`config.mk`:
```
export PLATFORM = sky130hd
export DESIGN_NAME = alu_cmd_parser
export DESIGN_NICKNAME = d
export VERILOG_FILES = /design/src/rtl/alu_pkg.sv /design/src/rtl/word_assembler.sv /design/src/rtl/alu_cmd_parser.sv
export SDC_FILE = /design/constraint.sdc
export NUM_CORES = 1
export LEC_CHECK = 0
export CELL_PAD_IN_SITES_DETAIL_PLACEMENT = 1
export CELL_PAD_IN_SITES_GLOBAL_PLACEMENT = 1
export CORE_MARGIN = 8
export CORE_UTILIZATION = 45
export DETAILED_ROUTE_END_ITERATION = 6
export PLACE_DENSITY_LB_ADDON = 0.08
export SETUP_SLACK_MARGIN = 0.1
export SLEW_MARGIN = 5
export SYNTH_ARGS = -nofsm -noshare
export SYNTH_HDL_FRONTEND = slang
export SYNTH_SLANG_ARGS = --single-unit
```
`constraint.sdc`:
```
create_clock -name clk -period 5.6 [get_ports clk]
set_input_delay 1.12 -clock clk [delete_from_list [all_inputs] [get_ports clk]]
set_output_delay 1.12 -clock clk [all_outputs]
set_load 0.01 [all_outputs]
```
`src/rtl/alu_pkg.sv`:
```
// Shared types for the ALU command path.
// Opcodes, parser states and error codes.
package alu_pkg;

  localparam logic [7:0] OP_ECHO = 8'hEC;
  localparam logic [7:0] OP_ADD  = 8'hA1;
  localparam logic [7:0] OP_MUL  = 8'hB2;
  localparam logic [7:0] OP_DIV  = 8'hC3;

  localparam int HDR_BYTES = 4;

  typedef enum logic [2:0] {
    S_HDR_OP,
    S_HDR_RSV,
    S_HDR_LLO,
    S_HDR_LHI,
    S_PAYLOAD,
    S_DRAIN
  } state_e;

  typedef enum logic [1:0] {
    ERR_NONE = 2'd0,
    ERR_OP   = 2'd1,
    ERR_LEN  = 2'd2,
    ERR_TMO  = 2'd3
  } err_e;

  function automatic logic is_legal_op(
    input logic [7:0] op
  );
    return (op == OP_ECHO) || (op == OP_ADD) ||
           (op == OP_MUL)  || (op == OP_DIV);
  endfunction

endpackage

```
`src/rtl/word_assembler.sv`:
```
// Packs payload bytes into 32-bit LE words.
// Single-entry output register with valid/ready.
module word_assembler (
  input  logic        clk,
  input  logic        rst,
  input  logic        clr,
  input  logic        in_vld,
  input  logic [7:0]  in_byte,
  input  logic [7:0]  in_user,
  input  logic        in_last,
  output logic [1:0]  k,
  output logic        out_free,
  output logic [31:0] m_axis_tdata,
  output logic [7:0]  m_axis_tuser,
  output logic        m_axis_tlast,
  output logic        m_axis_tvalid,
  input  logic        m_axis_tready
);

  logic [23:0] word_q;
  logic [1:0]  k_q;

  assign k        = k_q;
  assign out_free = !m_axis_tvalid || m_axis_tready;

  // Shift bytes in from the top; 4th byte loads the output word.
  always_ff @(posedge clk) begin
    if (rst) begin
      word_q        <= '0;
      k_q           <= '0;
      m_axis_tdata  <= '0;
      m_axis_tuser  <= '0;
      m_axis_tlast  <= 1'b0;
      m_axis_tvalid <= 1'b0;
    end else begin
      if (m_axis_tvalid && m_axis_tready)
        m_axis_tvalid <= 1'b0;
      if (clr) begin
        k_q <= '0;
      end else if (in_vld) begin
        k_q    <= k_q + 2'd1;
        word_q <= {in_byte, word_q[23:8]};
        if (k_q == 2'd3) begin
          m_axis_tdata  <= {in_byte, word_q};
          m_axis_tuser  <= in_user;
          m_axis_tlast  <= in_last;
          m_axis_tvalid <= 1'b1;
        end
      end
    end
  end

endmodule

```
`src/rtl/alu_cmd_parser.sv`:
```
// Frames UART bytes into ALU operand words.
// Header check, payload/drain and idle timeout.
module alu_cmd_parser
  import alu_pkg::*;
#(
  parameter int MAX_LEN_P     = 256,
  parameter int TIMEOUT_CYC_P = 100000
) (
  input  logic        clk,
  input  logic        rst,
  input  logic [7:0]  s_axis_tdata,
  input  logic        s_axis_tvalid,
  output logic        s_axis_tready,
  output logic [31:0] m_axis_tdata,
  output logic [7:0]  m_axis_tuser,
  output logic        m_axis_tlast,
  output logic        m_axis_tvalid,
  input  logic        m_axis_tready,
  output logic        err_o,
  output logic [1:0]  err_code_o
);

  localparam int TW = $clog2(TIMEOUT_CYC_P + 1);

  state_e        state_q, state_d;
  logic [7:0]    op_q, op_d;
  logic [7:0]    len_lo_q, len_lo_d;
  logic [15:0]   rem_q, rem_d;
  logic [TW-1:0] tmo_q, tmo_d;
  err_e          code_q, code_d;
  logic          err_q, err_d;

  logic [15:0]   len_w;
  logic          acc, op_ok, len_ok, tmo_hit;
  logic          out_free, wa_vld, wa_clr, wa_last;
  logic [1:0]    k;

  assign acc    = s_axis_tvalid && s_axis_tready;
  assign len_w  = {s_axis_tdata, len_lo_q};
  assign op_ok  = is_legal_op(op_q);
  assign len_ok = (len_w[1:0] == 2'b00) &&
                  (len_w >= 16'd8) &&
                  (len_w <= 16'(MAX_LEN_P));

  assign tmo_hit = (state_q != S_HDR_OP) && !acc &&
                   (tmo_q == TW'(TIMEOUT_CYC_P - 1));

  assign s_axis_tready =
    (state_q == S_PAYLOAD && k == 2'd3) ? out_free : 1'b1;

  assign wa_vld  = acc && (state_q == S_PAYLOAD);
  assign wa_last = (rem_q == 16'd1);
  assign wa_clr  = (state_q != S_PAYLOAD) || tmo_hit;

  word_assembler u_wa (
    .clk           (clk),
    .rst           (rst),
    .clr           (wa_clr),
    .in_vld        (wa_vld),
    .in_byte       (s_axis_tdata),
    .in_user       (op_q),
    .in_last       (wa_last),
    .k             (k),
    .out_free      (out_free),
    .m_axis_tdata  (m_axis_tdata),
    .m_axis_tuser  (m_axis_tuser),
    .m_axis_tlast  (m_axis_tlast),
    .m_axis_tvalid (m_axis_tvalid),
    .m_axis_tready (m_axis_tready)
  );

  // Parser state, header fields, timeout and error registers.
  always_ff @(posedge clk) begin
    if (rst) begin
      state_q  <= S_HDR_OP;
      op_q     <= '0;
      len_lo_q <= '0;
      rem_q    <= '0;
      tmo_q    <= '0;
      code_q   <= ERR_NONE;
      err_q    <= 1'b0;
    end else begin
      state_q  <= state_d;
      op_q     <= op_d;
      len_lo_q <= len_lo_d;
      rem_q    <= rem_d;
      tmo_q    <= tmo_d;
      code_q   <= code_d;
      err_q    <= err_d;
    end
  end

  // Next-state: header walk, length check, payload/drain count.
  always_comb begin
    state_d  = state_q;
    op_d     = op_q;
    len_lo_d = len_lo_q;
    rem_d    = rem_q;
    code_d   = code_q;
    err_d    = 1'b0;
    tmo_d    = (state_q == S_HDR_OP || acc) ?
               '0 : tmo_q + 1'b1;
    if (tmo_hit) begin
      state_d = S_HDR_OP;
      err_d   = 1'b1;
      code_d  = ERR_TMO;
      tmo_d   = '0;
    end else if (acc) begin
      unique case (state_q)
        S_HDR_OP: begin
          op_d    = s_axis_tdata;
          state_d = S_HDR_RSV;
        end
        S_HDR_RSV: state_d = S_HDR_LLO;
        S_HDR_LLO: begin
          len_lo_d = s_axis_tdata;
          state_d  = S_HDR_LHI;
        end
        S_HDR_LHI: begin
          unique case (1'b1)
            op_ok && len_ok: begin
              rem_d   = len_w - 16'(HDR_BYTES);
              state_d = S_PAYLOAD;
            end
            default: begin
              err_d  = 1'b1;
              code_d = op_ok ? ERR_LEN : ERR_OP;
              if (len_w > 16'(HDR_BYTES)) begin
                rem_d   = len_w - 16'(HDR_BYTES);
                state_d = S_DRAIN;
              end else begin
                state_d = S_HDR_OP;
              end
            end
          endcase
        end
        S_PAYLOAD, S_DRAIN: begin
          rem_d = rem_q - 16'd1;
          if (rem_q == 16'd1)
            state_d = S_HDR_OP;
        end
        default: state_d = S_HDR_OP;
      endcase
    end
  end

  assign err_o      = err_q;
  assign err_code_o = code_q;

endmodule

```
## After elaboration in Yosys (flattened, before gate mapping)

Index checks and enable logic that the tools add are counted.

- Flip-flop bits (word level): 123
- Input bits: 12
- Output and inout bits: 46
- Logic and storage cells: 93

- $add $sub $neg: 4
- Order comparisons: 3
- Eq/ne operators: 16
- Mux-type cells: 21
- Bitwise gates (word level): 2
- Reductions and logical operators: 34

Operators by type and width:

| kind | number |
|---|---|
| 8-bit == test, second input constant | 4 |
| 16-bit 2-to-1 mux | 2 |
| 16-bit case mux with 2 select lines | 1 |
| 17-bit by 1-bit adder with 17-bit output, second input constant | 1 |
| 17-bit == test, second input constant | 1 |
| 16-bit by 1-bit == test with 1-bit output, second input constant | 1 |
| 16-bit by 4-bit greater-or-equal comparator with 1-bit output, second input constant | 1 |
| 16-bit by 3-bit > comparator with 1-bit output, second input constant | 1 |
| 16-bit by 9-bit <= comparator with 1-bit output, second input constant | 1 |
| 16-bit by 1-bit subtractor with 16-bit output, second input constant | 1 |
| 16-bit by 3-bit subtractor with 16-bit output, second input constant | 1 |
| 3-bit case mux with 5 select lines | 1 |
| 3-bit AND reduction | 4 |
| 2-bit 2-to-1 mux | 5 |
| 1-bit logical AND | 9 |
| 1-bit 2-to-1 mux | 9 |
| 3-bit 2-to-1 mux | 3 |
| 3-bit by 2-bit == test with 1-bit output, second input constant | 2 |
| 3-bit == test, second input constant | 2 |
| 1-bit logical OR | 6 |
| 3-bit inequality test, second input constant | 2 |
| 2-bit nonzero test | 3 |
| 2-bit OR reduction | 3 |
| 2-bit AND reduction | 2 |
| other kinds (12) | 14 |

## Longest topological paths before layout

Gate-level depths: netlist of run 1.

- Word-level depth: 10
- Mapped depth: 10

## Cells and area by module

From an unflattened synthesis of run 1, not the netlist that was laid out.

- Cell total of the unflattened synthesis: 696
- Area total of the unflattened synthesis: 5686.7 um^2

By module, submodules not included:

| module | times used | cells an instance | area an instance (um^2) | seq. area each (um^2) |
|---|---|---|---|---|
| alu_cmd_parser | 1 | 398 | 3173.0 | 1101.1 |
| word_assembler | 1 | 298 | 2513.7 | 1361.3 |

## Worst setup path after synthesis of run 1

No wires, ideal clock.

- Kind: input-to-output
- Start: in m_axis_tready
- End: out s_axis_tready
- Arrival: 1.761 ns
- Data required time: 4.480 ns
- Path slack: 2.719 ns
- Cell stages on the path: 2
- Buffers on the path: 0
- Cells stage by stage: nand3b_1 or3_1

- Cells in the longest elaborated chain, start to end: 2

Ends and longest elaborated chain:

| what | line | source |
|---|---|---|
| from (decl) | alu_cmd_parser.sv:18 | `input logic m_axis_tready,` |
| 1-bit logical OR | word_assembler.sv:24 | `assign out_free = !m_axis_tvalid \|\| m_axis_tready;` |
| 1-bit 2-to-1 mux | alu_cmd_parser.sv:49 | `(state_q == S_PAYLOAD && k == 2'd3) ? out_free : 1'b1;` |
| to (decl) | alu_cmd_parser.sv:13 | `output logic s_axis_tready,` |

Every way passes these cells.

## Final worst setup path of run 1

Same ends and word-level chain as after synthesis.

==> results.py, run 1 <==
metrics = {
    "sta": {
        "rsz0062_at_grt": "no",
        "min_period_ns": 3.95,
        "setup_tns_ns": 0,
        "setup_violations": 0,
        "slew-limit-headroom": 0.363,
        "setup_ws_ns": 1.65,
        "period_share": 0.706,
        "worst_slew_pin_slew_ns": 0.953,
        "slew_violations": 0,
        "fmax_mhz": 253,
        "fin_skew_ns": 0.00909,
        "hold_viol_final": 0,
    },
    "detailed_routing": {
        "via_per_inst": 5.66,
        "firstDrtPassIters": 4,
        "met2_length_um": 8110,
        "wl_met1_um": 7500,
        "wl_met3_um": 739,
        "routedWlPerCell_um": 18.5,
        "routed_wl_um": 16600,
        "routed.top_layer": "met4",
        "drtIter0Drc": 366,
        "vias": 5070,
        "post-route-drc-count": 0,
        "final_antenna_net_count": 0,
    },
    "critical_path": {
        "required_ns": 4.48,
        "rr_worst_depth": 8,
        "cpMaxStageDelayCell": "clkdlybuf4s50_1",
        "end_kind": "output pin",
        "cp.arrival_ns": 2.83,
        "cp_max_fo": 6,
        "startpoint_type": "primary input",
        "cpMostUsedCell": "clkdlybuf4s50_1",
        "crit_chain": "clkdlybuf4s50_1 > nand3b_1 > or3_1 > clkdlybuf4s50_1",
        "max_stage_delay_ns": 0.48,
        "critPathKind": "primary input to output pin",
    },
    "synth": {
        "syn_area_mm2": 0.00555,
        "syn_nets": 723,
        "synth-simple-area-share": 0.265,
        "synth_fa_ha_area_frac": 0.0158,
        "synth.top_cells.by_area": "dfxtp_1 44%, nand2_1 13%, a21oi_1 9.4%",
        "synth_edf_count": 0,
        "synth_top_family_by_area": "simple AND/OR/NAND/NOR gates",
        "yosysSeqAreaShare": 0.444,
        "synthMuxAreaShare": 0.00180,
        "synth.avg_cell_area_um2": 7.88,
        "yosys_warnings": 0,
        "ys_seq_elements": 123,
        "synth_compound_gate_area_share": 0.187,
        "synthFlopType": "dfxtp_1",
        "synth.distinct_cells": 65,
        "synthCells": 704,
        "yosys.area.top_type": "dfxtp_1",
        "synth_top_area_frac": 0.444,
        "async_reset_ff_frac": 0,
        "synthXorXnorAreaFrac": 0.0410,
    },
    "clock_tree": {
        "h-tree-depth": 4,
        "ctsResizeCount": 0,
        "postCtsHoldBufs": 0,
        "cts_tree": "done",
        "cts_made_buffers": 17,
        "clk_transition_reported_paths_ns": 0.05,
        "cts_setup_buffers": 0,
        "clk_latency_ns": 0.41,
        "clock-root-buffer": "clkbuf_16",
        "clock_path_buffers": 2,
        "cts_sinks": 123,
    },
    "placed_design": {
        "dp_slack_ns": 1.65,
        "placed_area_mm2": 0.00612,
        "gp_congestion": 0.822,
        "hpwl_um": 10900,
        "io_buffers": 57,
    },
    "worst_hold_path": {
        "whs_path_depth": 2,
        "min_path_type": "register to register",
    },
    "final_layout": {
        "fin_nets": 754,
        "design_area_mm2": 0.00669,
        "area_delta_synth_final_pct": 20.6,
        "diodes": 0,
        "seq_area_mm2": 0.00246,
        "multi_input_area_mm2": 0.00283,
        "drive_gt1_frac": 0.0668,
        "nFillCells": 1451,
    },
    "grt": {
        "grt_antenna_before_repair": 0,
        "grt_pass1_wl_um": 27400,
        "grt_use_total": 0.210,
        "grt_pass1_vias": 5284,
        "gr-total-overflow": 0,
        "grt_start_max_net_pins": 56,
    },
    "power_and_ir_drop": {
        "peakVddDrop_mv": 0.218,
        "leakage_nw": 2.27,
        "powerDensity_mw_per_mm2": 318,
    },
    "floorplanning": {
        "start_util": 0.462,
        "dieArea_mm2": 0.0161,
        "fp.dieH_um": 127,
        "dieWidth_um": 127,
        "fp-row-count": 40,
        "ios": 58,
        "design.core.area_mm2": 0.0120,
    },
    "run_status": {
        "outcome": "finished clean",
    },
    "flow_run": {
        "drv_cap": 0,
    },
}
[final timing paths]
kind                   from                    end  slack, ns
max           m_axis_tready          s_axis_tready       1.65
min          u_wa.word_q[2]   u_wa.m_axis_tdata[2]       0.45
max reg2reg       u_wa.k[0]  u_wa.m_axis_tdata[10]       3.00
min reg2reg  u_wa.word_q[2]   u_wa.m_axis_tdata[2]       0.45
[worst max-delay path, delay by kind of cell]
family	cells	cell delay (ns)
simple gates	2	0.81
buf+inv	2	0.89
[final cells by class]
cell class | count | share of cell area
inverter | 9 | 0.00505
multi-input combinational | 521 | 0.423
tap | 147 | 0.0275
timing repair buffer | 63 | 0.0912
clock inverter | 6 | 0.00897
clock buffer | 26 | 0.0761
sequential | 123 | 0.368
[through the flow]
step                utilization  power [mW]  std cells  hold WS (ns)
finish                    0.557        2.13        895         0.450
global route              0.557        2.20        895         0.474
CTS                       0.557        2.15        895         0.456
detailed placement        0.510        1.09        863         0.449
global placement          0.510        1.09        863         0.442
floorplan                     -        1.04        704         0.430
[kinds of logic after synthesis]
family | Yosys count
AOI/OAI and AO/OA | 171
adders and majority gates | 7
buffers and inverters | 60
and+or+nand+nor | 316
muxes | 1
DFF | 123
xor gates and xnor gates | 26
[routing by layer]
layer  vias up  track usage
met3        16       0.0557
met5         -            0
met1      2492        0.256
met4         0       0.0707
met2        90        0.350
li1       2472            -
[power by group]
group | switching, mW | leakage (nW) | internal, mW
clock network | 0.385 | 0.276 | 0.667
logic | 0.113 | 0.999 | 0.0546
registers | 0.0194 | 0.994 | 0.891
total | 0.518 | 2.27 | 1.61
[layout by cell type (no fill, tap or decap), types with 7 or more instances in the layout]
master / count
a21oi_1: 104
clkbuf_16: 17
clkdlybuf4s50_1: 56
dfxtp_1: 123
ha_1: 7
inv_1: 9
nand2_1: 191
nand3_1: 15
nor2_1: 36
nor3_1: 9
o211ai_1: 9
o21ai_0: 20
or3_1: 7
xnor2_1: 13
xor2_1: 13
[sequential cells by signal, summed over array words and instances (netlist names)]
| signal | flops |
|---|---|
| err_o | 1 |
| op_q | 8 |
| u_wa.m_axis_tvalid | 1 |
| u_wa.m_axis_tdata | 32 |
| u_wa.m_axis_tuser | 8 |
| u_wa.k | 2 |
| u_wa.word_q | 24 |
| err_code_o | 2 |
| u_wa.m_axis_tlast | 1 |
| rem_q | 16 |
| len_lo_q | 8 |
| state_q | 3 |
| tmo_q | 17 |
[synth_stat cells, drive strengths merged (2+ instances only)]
library cell / n
nand2: 192
dfxtp: 123
a21oi: 104
clkbuf: 38
nor2: 36
o21ai: 21
nand3: 16
buf: 13
xnor2: 13
xor2: 13
inv: 9
nor3: 9
o211ai: 9
nor4: 8
o31ai: 8
ha: 7
or3: 7
and2: 6
and4: 6
nand4: 6
nor2b: 5
o311ai: 5
a31oi: 4
nand2b: 4
o2111ai: 4
a211oi: 3
nor3b: 3
a211o: 2
and3: 2
and3b: 2
and4b: 2
nand3b: 2
nand4b: 2
nor4b: 2
nor4bb: 2
o41ai: 2
or4: 2
(Power assumes the default switching activity.)
==> inputs of run 2 (changes only) <==
--- a/config.mk
+++ b/config.mk
@@ -8,7 +8,7 @@
 export CELL_PAD_IN_SITES_DETAIL_PLACEMENT = 1
 export CELL_PAD_IN_SITES_GLOBAL_PLACEMENT = 1
 export CORE_MARGIN = 8
-export CORE_UTILIZATION = 45
+export CORE_UTILIZATION = 42
 export DETAILED_ROUTE_END_ITERATION = 6
 export PLACE_DENSITY_LB_ADDON = 0.08
 export SETUP_SLACK_MARGIN = 0.1
==> constraint.sdc (replaced) <==
create_clock -name clk -period 3.7 [get_ports clk]
set_input_delay 0.74 -clock clk [delete_from_list [all_inputs] [get_ports clk]]
set_output_delay 0.74 -clock clk [all_outputs]
set_load 0.01 [all_outputs]
==> run 2 against run 1 <==
Non-clock buffer count rose by 15. First-iteration DRC count fell by 28%. Hold slack improved by 0.0048 ns. Utilization fell by 2.9 points.
==> results.py, run 2 (synthesis gave the netlist of run 1 again) <==
metrics = {
    "sta": {
        "period_share": 0.814,
        "rsz0062_at_grt": "no",
        "setup_ws_ns": 0.687,
        "setup_tns_ns": 0,
        "min_period_ns": 3.01,
        "fmax_mhz": 332,
        "slew-limit-headroom": 0.578,
        "worst_slew_pin_slew_ns": 0.628,
        "hold_ws_ns": 0.455,
        "slew_violations": 0,
        "hold_viol_final": 0,
        "fin_skew_ns": 0.00743,
        "setup_violations": 0,
    },
    "worst_hold_path": {
        "min_to": "u_wa.m_axis_tdata[7]",
        "min_path_type": "register to register",
        "hp-start": "u_wa.m_axis_tdata[7]",
        "whs_path_depth": 2,
    },
    "floorplanning": {
        "fp-row-count": 42,
        "fp.dieH_um": 131,
        "dieArea_mm2": 0.0171,
        "design.core.area_mm2": 0.0131,
        "start_util": 0.424,
        "ios": 58,
        "dieWidth_um": 131,
    },
    "detailed_routing": {
        "final_antenna_net_count": 0,
        "post-route-drc-count": 0,
        "firstDrtPassIters": 5,
        "vias": 5181,
        "via_per_inst": 5.52,
        "routed_wl_um": 17200,
        "routedWlPerCell_um": 18.3,
        "drtIter0Drc": 262,
    },
    "final_layout": {
        "multi_input_area_mm2": 0.00283,
        "seq_area_mm2": 0.00246,
        "drive_gt1_frac": 0.0891,
        "nFillCells": 1538,
        "largest_register_ffs": 32,
        "final_common_cell": "nand2_1",
        "diodes": 0,
        "final_cell_mix": "191 x nand2_1, 123 x dfxtp_1, 104 x a21oi_1",
        "largest-register": "u_wa.m_axis_tdata",
        "area_delta_synth_final_pct": 24.4,
        "reg_top3": "u_wa.m_axis_tdata: 32 flops, u_wa.word_q: 24 flops, tmo_q: 17 flops",
        "fin_nets": 769,
        "final_core_util": 0.528,
    },
    "clock_tree": {
        "cts_tree": "done",
        "clk_transition_reported_paths_ns": 0.06,
        "cts_setup_buffers": 0,
        "clk_latency_ns": 0.41,
        "cts_sinks": 123,
        "cts_made_buffers": 17,
        "clock_path_buffers": 2,
        "postCtsHoldBufs": 0,
        "clock-root-buffer": "clkbuf_16",
        "ctsResizeCount": 0,
        "h-tree-depth": 4,
    },
    "critical_path": {
        "startpoint_type": "primary input",
        "timing.rr.end": "rem_q[10]",
        "crit_chain": "clkdlybuf4s50_1 > nand3b_1 > or3_1 > clkdlybuf4s50_1",
        "end_kind": "output pin",
        "cp_max_fo": 2,
        "cpMostUsedCell": "clkdlybuf4s50_1",
        "crit_buf_inv": 2,
        "rr_worst_depth": 6,
        "path_delay_family": "buffers and inverters",
        "cp.arrival_ns": 2.27,
        "cpMaxStageDelayCell": "clkdlybuf4s50_1",
        "rr_startpoint": "len_lo_q[4]",
        "max_stage_delay_ns": 0.48,
        "critPathKind": "primary input to output pin",
        "r2r_slack_ns": 1.23,
        "required_ns": 2.96,
    },
    "grt": {
        "grt_pass1_vias": 5284,
        "grt_antenna_before_repair": 0,
        "grt_start_max_net_pins": 42,
        "grt_pass1_wl_um": 27700,
        "gr-total-overflow": 0,
        "grt_use_total": 0.208,
    },
    "placed_design": {
        "gp_congestion": 0.937,
        "dp_slack_ns": 0.355,
        "io_buffers": 57,
        "hpwl_um": 11900,
    },
    "power_and_ir_drop": {
        "fin_total_pwr_mw": 3.38,
        "leakage_nw": 2.37,
        "peakVddDrop_mv": 0.293,
        "powerDensity_mw_per_mm2": 489,
    },
    "flow_run": {
        "drv_cap": 0,
    },
    "run_status": {
        "outcome": "finished clean",
    },
}
run 2: changes by cell type in the layout (fill, tap and decap cells not counted):
cell | previous run | this run
inv_6 | 0 | 1
clkinv_4 | 0 | 1
bufinv_16 | 1 | 3
buf_12 | 0 | 1
buf_4 | 6 | 20
clkbuf_1 | 4 | 1
clkbuf_8 | 5 | 4
run 2: how the worst max path moves through the flow:
stage	endpoint	cells past startpoint	startpoint
after floorplan	rem_q[12]	8	s_axis_tdata[2]
after global placement	rem_q[10]	7	s_axis_tdata[2]
after detailed placement	rem_q[12]	8	s_axis_tdata[2]
after CTS	s_axis_tready	4	m_axis_tready
after global routing	s_axis_tready	4	m_axis_tready
final	s_axis_tready	4	m_axis_tready
run 2: final cells by class:
class                   count  area share
multi-input cells         521       0.410
inverters                   9     0.00489
flip-flops and latches    123       0.357
well taps                 176      0.0319
clock buffers              22      0.0701
repair buffers             78       0.107
clock inverters            10      0.0199
run 2: per-layer routing:
metal | vias up | global-route usage | part of all wire
li1 | 2516 | - | -
met4 | 0 | 0.0945 | 0.025
met5 | - | 0 | 0
met2 | 100 | 0.348 | 0.49
met1 | 2534 | 0.250 | 0.44
met3 | 31 | 0.0434 | 0.037
run 2: metrics by stage:
stage	instance area [um^2]	instances
after floorplan	5550	704
after global placement	6280	907
after detailed placement	6280	907
after CTS	6910	939
after global routing	6910	939
final	6910	939
run 2: worst reg2reg max path: stages (launching register included):
cell and delay, ns:
dfxtp_1 0.37, nor4_4 0.63, o2111ai_2 0.33, a211oi_4 0.46, buf_4 0.25, a2111oi_0 0.08
a31o_2 0.24
run 2: power by group:
group	total (mW)	internal, mW	switching [mW]
logic	0.271	0.0910	0.180
clock network	1.73	1.13	0.597
registers	1.38	1.35	0.0303
total	3.38	2.57	0.807
